--- src/rtl/if_fetch.sv ---
// Instruction fetch stage: PC register, redirect/branch capture, SRAM request.
// Ports: clk, rst, flush/new_pc, stall, br_bus in; inst_sram_* and if_to_id_bus out.
module if_fetch #(
  parameter logic [31:0] RESET_PC    = 32'hBFC0_0000,
  parameter int          IF_TO_ID_WD = 66,
  parameter int          STALL_WD    = 6
) (
  input  logic                   clk,
  input  logic                   rst,
  input  logic                   flush,
  input  logic [31:0]            new_pc,
  input  logic [STALL_WD-1:0]    stall,
  input  logic [32:0]            br_bus,
  output logic                   inst_sram_en,
  output logic [7:0]             inst_sram_wen,
  output logic [31:0]            inst_sram_addr,
  output logic [63:0]            inst_sram_wdata,
  output logic [IF_TO_ID_WD-1:0] if_to_id_bus
);

  localparam logic [31:0] PC_INIT = RESET_PC - 32'd8;

  logic [31:0] pc_q,   pc_d;
  logic        ce_q,   ce_d;
  logic        pend_q, pend_d;
  logic [31:0] rpc_q,  rpc_d;
  logic        disc_q, disc_d;

  logic        hold_w;
  logic        br_tkn_w;
  logic [31:0] br_tgt_w;
  logic [31:0] pc_al_w;
  logic [31:0] pc_seq_w;
  logic [65:0] bus_w;

  assign hold_w   = stall[0];
  assign br_tkn_w = br_bus[32];
  assign br_tgt_w = br_bus[31:0];
  assign pc_al_w  = {pc_q[31:3], 3'b000};
  assign pc_seq_w = pc_al_w + 32'd8;

  always_comb begin
    pc_d   = pc_q;
    ce_d   = ce_q;
    pend_d = pend_q;
    rpc_d  = rpc_q;
    disc_d = disc_q;
    if (flush) begin
      pc_d   = new_pc;
      ce_d   = 1'b1;
      pend_d = 1'b0;
      disc_d = 1'b0;
    end else if (hold_w) begin
      // Keep a branch resolved during a stall so it is taken later.
      if (br_tkn_w) begin
        pend_d = 1'b1;
        rpc_d  = br_tgt_w;
      end
    end else begin
      ce_d = 1'b1;
      if (pend_q) begin
        pc_d   = rpc_q;
        pend_d = 1'b0;
        disc_d = 1'b1;
      end else if (br_tkn_w) begin
        pc_d   = br_tgt_w;
        disc_d = 1'b1;
      end else begin
        pc_d   = pc_seq_w;
        disc_d = 1'b0;
      end
    end
  end

  always_ff @(posedge clk) begin
    if (rst) begin
      pc_q   <= PC_INIT;
      ce_q   <= 1'b0;
      pend_q <= 1'b0;
      rpc_q  <= 32'h0;
      disc_q <= 1'b0;
    end else begin
      pc_q   <= pc_d;
      ce_q   <= ce_d;
      pend_q <= pend_d;
      rpc_q  <= rpc_d;
      disc_q <= disc_d;
    end
  end

  assign inst_sram_en    = ce_q & ~hold_w;
  assign inst_sram_wen   = 8'h00;
  assign inst_sram_addr  = pc_al_w;
  assign inst_sram_wdata = 64'h0;

  assign bus_w        = {disc_q, ce_q, pc_q, pc_al_w};
  assign if_to_id_bus = IF_TO_ID_WD'(bus_w);

  logic unused_stall_w;
  if (STALL_WD > 1) begin : g_unused
    assign unused_stall_w = ^stall[STALL_WD-1:1];
  end else begin : g_nounused
    assign unused_stall_w = 1'b0;
  end

endmodule

--- config.mk ---
export PLATFORM = sky130hd
export DESIGN_NAME = if_fetch
export DESIGN_NICKNAME = d
export VERILOG_FILES = /design/src/rtl/if_fetch.sv
export SDC_FILE = /design/constraint.sdc
export NUM_CORES = 1
export LEC_CHECK = 0
export ABC_AREA = 1
export BUFFER_PORTS_ARGS = -buffer_cell sky130_fd_sc_hd__clkbuf_2
export CORE_UTILIZATION = 40
export DETAILED_ROUTE_END_ITERATION = 12
export GPL_ROUTABILITY_DRIVEN = 0
export PLACE_DENSITY = 0.73
export SLEW_MARGIN = 0
export SYNTH_ARGS = -nofsm -noshare
export SYNTH_HDL_FRONTEND = slang
export SYNTH_SLANG_ARGS = --single-unit
--- constraint.sdc ---
create_clock -name clk -period 2 [get_ports clk]
set_input_delay 0.4 -clock clk [delete_from_list [all_inputs] [get_ports clk]]
set_output_delay 0.4 -clock clk [all_outputs]
set_load 0.01 [all_outputs]
==> report_table.html <==
<table>
<tr><th>Metric</th><th>Value</th></tr>
<tr><th colspan="2">CTS</th></tr>
<tr><td>Clock transition at the register clock pins on the worst setup and hold paths after CTS</td><td>0.06 ns</td></tr>
<tr><td>CTS root buffer</td><td>clkbuf_16</td></tr>
<tr><td>H-tree depth</td><td>3</td></tr>
<tr><td>Max Root-Sink Buffers</td><td>2</td></tr>
<tr><td>TritonCTS clock tree</td><td>yes</td></tr>
<tr><td>Clock latency on the worst-skew pair</td><td>0.33 ns</td></tr>
<tr><td>CTS buffer count</td><td>9</td></tr>
<tr><td>Post-CTS repair timing setup buffer count</td><td>0</td></tr>
<tr><td>Post-cts repair resize count</td><td>0</td></tr>
<tr><td>Clock sink count</td><td>67</td></tr>
<tr><td>Cts-stage hold buffer count</td><td>0</td></tr>
<tr><th colspan="2">GRT</th></tr>
<tr><td>Number of global-route vias before repair</td><td>4475</td></tr>
<tr><td>Overflow left after global routing</td><td>0</td></tr>
<tr><td>Aggregate global-route resource usage</td><td>21.66%</td></tr>
<tr><td>Pin count of the biggest net entering global routing</td><td>47</td></tr>
<tr><td>Number of antenna violations at the first check in global routing</td><td>0</td></tr>
<tr><td>First-pass GRT wire length</td><td>22.36 mm</td></tr>
<tr><th colspan="2">Timing</th></tr>
<tr><td>Final setup skew</td><td>0.004918 ns</td></tr>
<tr><td>Worst slew pin tran</td><td>0.6977 ns</td></tr>
<tr><td>Unrepaired setup endpoints after global routing</td><td>false</td></tr>
<tr><td>Count of endpoints failing hold in the final timing report</td><td>0</td></tr>
<tr><td>Number of max-slew violations in the final report</td><td>0</td></tr>
<tr><td>Worst rel slew slack</td><td>53.42%</td></tr>
<tr><td>Total negative slack for setup checks</td><td>0 ns</td></tr>
<tr><td>Maximum frequency from static timing analysis</td><td>567.6 MHz</td></tr>
<tr><td>Total setup violations reported at the end of the flow</td><td>0</td></tr>
<tr><td>Minimum clock period after layout</td><td>1.762 ns</td></tr>
<tr><td>Final cycle utilization of the critical path</td><td>88.09%</td></tr>
<tr><th colspan="2">Floorplan</th></tr>
<tr><td>Die height</td><td>115.9 um</td></tr>
<tr><td>Row count</td><td>41</td></tr>
<tr><td>Die outline width</td><td>115.9 um</td></tr>
<tr><td>Boundary pin count</td><td>245</td></tr>
<tr><td>Initial standard-cell utilization of the core</td><td>41.11%</td></tr>
<tr><td>Overall die area</td><td>13430 um^2</td></tr>
<tr><td>Placeable core region</td><td>12620 um^2</td></tr>
<tr><th colspan="2">Placement</th></tr>
<tr><td>DPL Wire Length</td><td>10.78 mm</td></tr>
<tr><td>Port-buffer cells</td><td>161</td></tr>
<tr><td>Placed Cells incl. Taps</td><td>1074</td></tr>
<tr><th colspan="2">Setup path</th></tr>
<tr><td>Worst setup path startpoint</td><td>pc_q[10]</td></tr>
<tr><td>Cell occurring most often along the worst timing path</td><td>nand2_1</td></tr>
<tr><td>Endpoint kind of the worst setup timing path</td><td>flop</td></tr>
<tr><td>Max FO, Critical Path</td><td>8</td></tr>
<tr><td>Reg-to-Reg Start</td><td>pc_q[10]</td></tr>
<tr><td>Critical Path Start Type</td><td>flop</td></tr>
<tr><td>Largest stage delay on the critical path</td><td>0.48 ns</td></tr>
<tr><td>Data required time of the critical path</td><td>2.23 ns</td></tr>
<tr><td>Classification of the worst setup path</td><td>flop to flop</td></tr>
<tr><td>Worst-path cell chain</td><td>nand2_2 -&gt; nor2_1 -&gt; nand2_1 -&gt; nor2_1 -&gt; nand2_1 -&gt; nand2_1 -&gt; nand2_1 -&gt; nand2_1 -&gt; nand2_1 -&gt; nand2_1 -&gt; nand2_1</td></tr>
<tr><td>Arrival time reported for the critical path endpoint</td><td>1.99 ns</td></tr>
<tr><td>Worst path slowest cell</td><td>dfxtp_1</td></tr>
<tr><th colspan="2">Synth</th></tr>
<tr><td>Number of warnings issued by yosys</td><td>0</td></tr>
<tr><td>Count of state elements after synthesis</td><td>67</td></tr>
<tr><td>Most area-hungry cell type in the Yosys netlist</td><td>dfxtp_1</td></tr>
<tr><td>Seq/Total Area, Yosys</td><td>25.86%</td></tr>
<tr><td>Leading cell types by total area after synthesis</td><td>dfxtp_1 26%, buf_4 21%, nand2_1 17%</td></tr>
<tr><td>Primary flip-flop cell chosen by synthesis mapping</td><td>dfxtp_1</td></tr>
<tr><td>Post-synthesis xor/xnor area fraction</td><td>1.520%</td></tr>
<tr><td>Post-Synthesis Mean Instance Area</td><td>6.342 um^2</td></tr>
<tr><td>Post-synthesis compound-gate area fraction</td><td>14.21%</td></tr>
<tr><td>Fraction of the mapped netlist area in adder cells</td><td>0.2412%</td></tr>
<tr><td>Gate Count Post-Synth</td><td>818</td></tr>
<tr><td>Post-synth cell types</td><td>27</td></tr>
<tr><td>Multiplexer fraction of the synthesized cell area</td><td>0%</td></tr>
<tr><td>Fraction of synthesized cell area taken by the top area cell type</td><td>25.86%</td></tr>
<tr><td>Combined area of all synthesized cells</td><td>5187 um^2</td></tr>
<tr><td>Most numerous cell in the Yosys netlist</td><td>nand2_1</td></tr>
<tr><td>Simple-gate share of the synthesized area</td><td>28.68%</td></tr>
<tr><td>Dominant combinational cell family by area after synthesis</td><td>buffers and inverters</td></tr>
<tr><td>Post-synth EDFFs</td><td>0</td></tr>
<tr><td>Fraction of registers with async set or reset after synthesis</td><td>0%</td></tr>
<tr><td>Ranking of synthesized cells by instance count</td><td>239 x nand2_1, 145 x buf_4, 70 x inv_1</td></tr>
<tr><th colspan="2">Pwr</th></tr>
<tr><td>Static Leak</td><td>0.003067 uW</td></tr>
<tr><td>Peak ir drop on the vdd network</td><td>0.3165 mV</td></tr>
<tr><td>Power Total</td><td>4260 uW</td></tr>
<tr><td>Power density over the cells</td><td>742.6 nW/um^2</td></tr>
<tr><th colspan="2">Final layout</th></tr>
<tr><td>Total of fill cells in the finished design</td><td>1339</td></tr>
<tr><td>Area grow syn2layout</td><td>10.59%</td></tr>
<tr><td>Post-route core utilization</td><td>45.46%</td></tr>
<tr><td>Non-filler instance count after layout</td><td>1090</td></tr>
<tr><td>Final-stage net count</td><td>988</td></tr>
<tr><td>N_diodes</td><td>0</td></tr>
<tr><td>Share of final-layout standard cells stronger than drive strength 1</td><td>23.53%</td></tr>
<tr><th colspan="2">Worst hold path</th></tr>
<tr><td>Class of the worst hold path</td><td>primary input to flop</td></tr>
<tr><td>Source of the worst hold timing path</td><td>new_pc[7]</td></tr>
<tr><th colspan="2">Run</th></tr>
<tr><td>Max-Cap Viols</td><td>0</td></tr>
<tr><th colspan="2">Routing</th></tr>
<tr><td>DR iter-0 viols</td><td>321</td></tr>
<tr><td>Via density</td><td>4.774</td></tr>
<tr><td>Via count</td><td>5204</td></tr>
<tr><td>Per-cell routed wire length</td><td>13.21 um</td></tr>
<tr><td>Length of the first detailed-routing pass in iterations</td><td>5</td></tr>
<tr><td>Number of nets still failing antenna checks after routing</td><td>0</td></tr>
<tr><td>WL final</td><td>14.40 mm</td></tr>
<tr><td>DR DRC count</td><td>0</td></tr>
<tr><th colspan="2">Status</th></tr>
<tr><td>Status</td><td>finished, final reports clean</td></tr>
</table>
[metrics by stage]
step	setup WS (ns)	hold WS (ns)	cell area [um^2]
floorplan	0.3881	0.4303	5477
detailed placement	0.2804	0.4465	5421
global placement	0.2857	0.4396	5421
global route	0.06536	0.2996	5737
CTS	0.3123	0.2920	5737
finish	0.2382	0.3005	5737
[final timing paths]
check / endpoint / slack [ns] / cells past startpoint
worst max register to register: pc_q[28] / 0.24 / 11
worst min-delay path: pc_q[7] / 0.30 / 3
worst max-delay path: pc_q[28] / 0.24 / 11
worst min register to register: rpc_q[5] / 0.46 / 2
[flip-flops by register name, indices dropped and copies added (netlist names)]
name / cells
pc_q: 32
rpc_q: 32
ce_q: 1
disc_q: 1
pend_q: 1
[kinds of logic (layout without fill, tap and decap cells)]
kind of cell / after synthesis / count (layout)
xor gates and xnor gates: 9 / 9
and+or+nand+nor: 366 / 366
DFF: 67 / 67
buffers and inverters: 249 / 272
other: 1 / 78
AOI/OAI and AO/OA: 125 / 125
adders and majority gates: 1 / 1
[layout make-up]
| class | count | area [um^2] | area share (%) |
|---|---|---|---|
| inverters | 72 | 270.3 | 4.711 |
| clock buffers | 13 | 270.3 | 4.711 |
| repair buffers | 184 | 978.4 | 17.06 |
| clock inverters | 3 | 45.04 | 0.7852 |
| multi-input cells | 579 | 2616 | 45.61 |
| flip-flops and latches | 67 | 1341 | 23.38 |
| well taps | 172 | 215.2 | 3.751 |
[worst max-delay path: cells and delay by family, from the launching register on]
kind,cells,cell delay [ns]
and+or+nand+nor,11,1.20
DFF,1,0.48
[report_power, final]
group          internal (uW)  switching, uW
sequential              1420            106
clock                   1070            612
combinational            371            686
[per-layer routing]
| metal | wire, um | GRT usage (%) | up-vias |
|---|---|---|---|
| met3 | 1100 | 4.446 | 22 |
| met5 | 0 | 0 | - |
| met4 | 337 | 8.803 | 0 |
| met1 | 6324 | 28.56 | 2354 |
| li1 | - | - | 2589 |
| met2 | 6633 | 34.44 | 239 |
[cell usage in the layout, fill, tap and decap left out, types with 9 or more instances in the layout]
cell | Yosys | layout
clkbuf_16 | 0 | 9
clkbuf_2 | 0 | 161
xor2_1 | 9 | 9
a221oi_1 | 21 | 21
nand3_1 | 62 | 62
inv_1 | 70 | 70
nand2_1 | 239 | 239
a21oi_1 | 46 | 46
nor2_1 | 50 | 49
o21ai_0 | 46 | 46
conb_1 | 1 | 78
dfxtp_1 | 67 | 67
buf_4 | 145 | 23
Note: power is estimated with default switching activity, not from simulation.
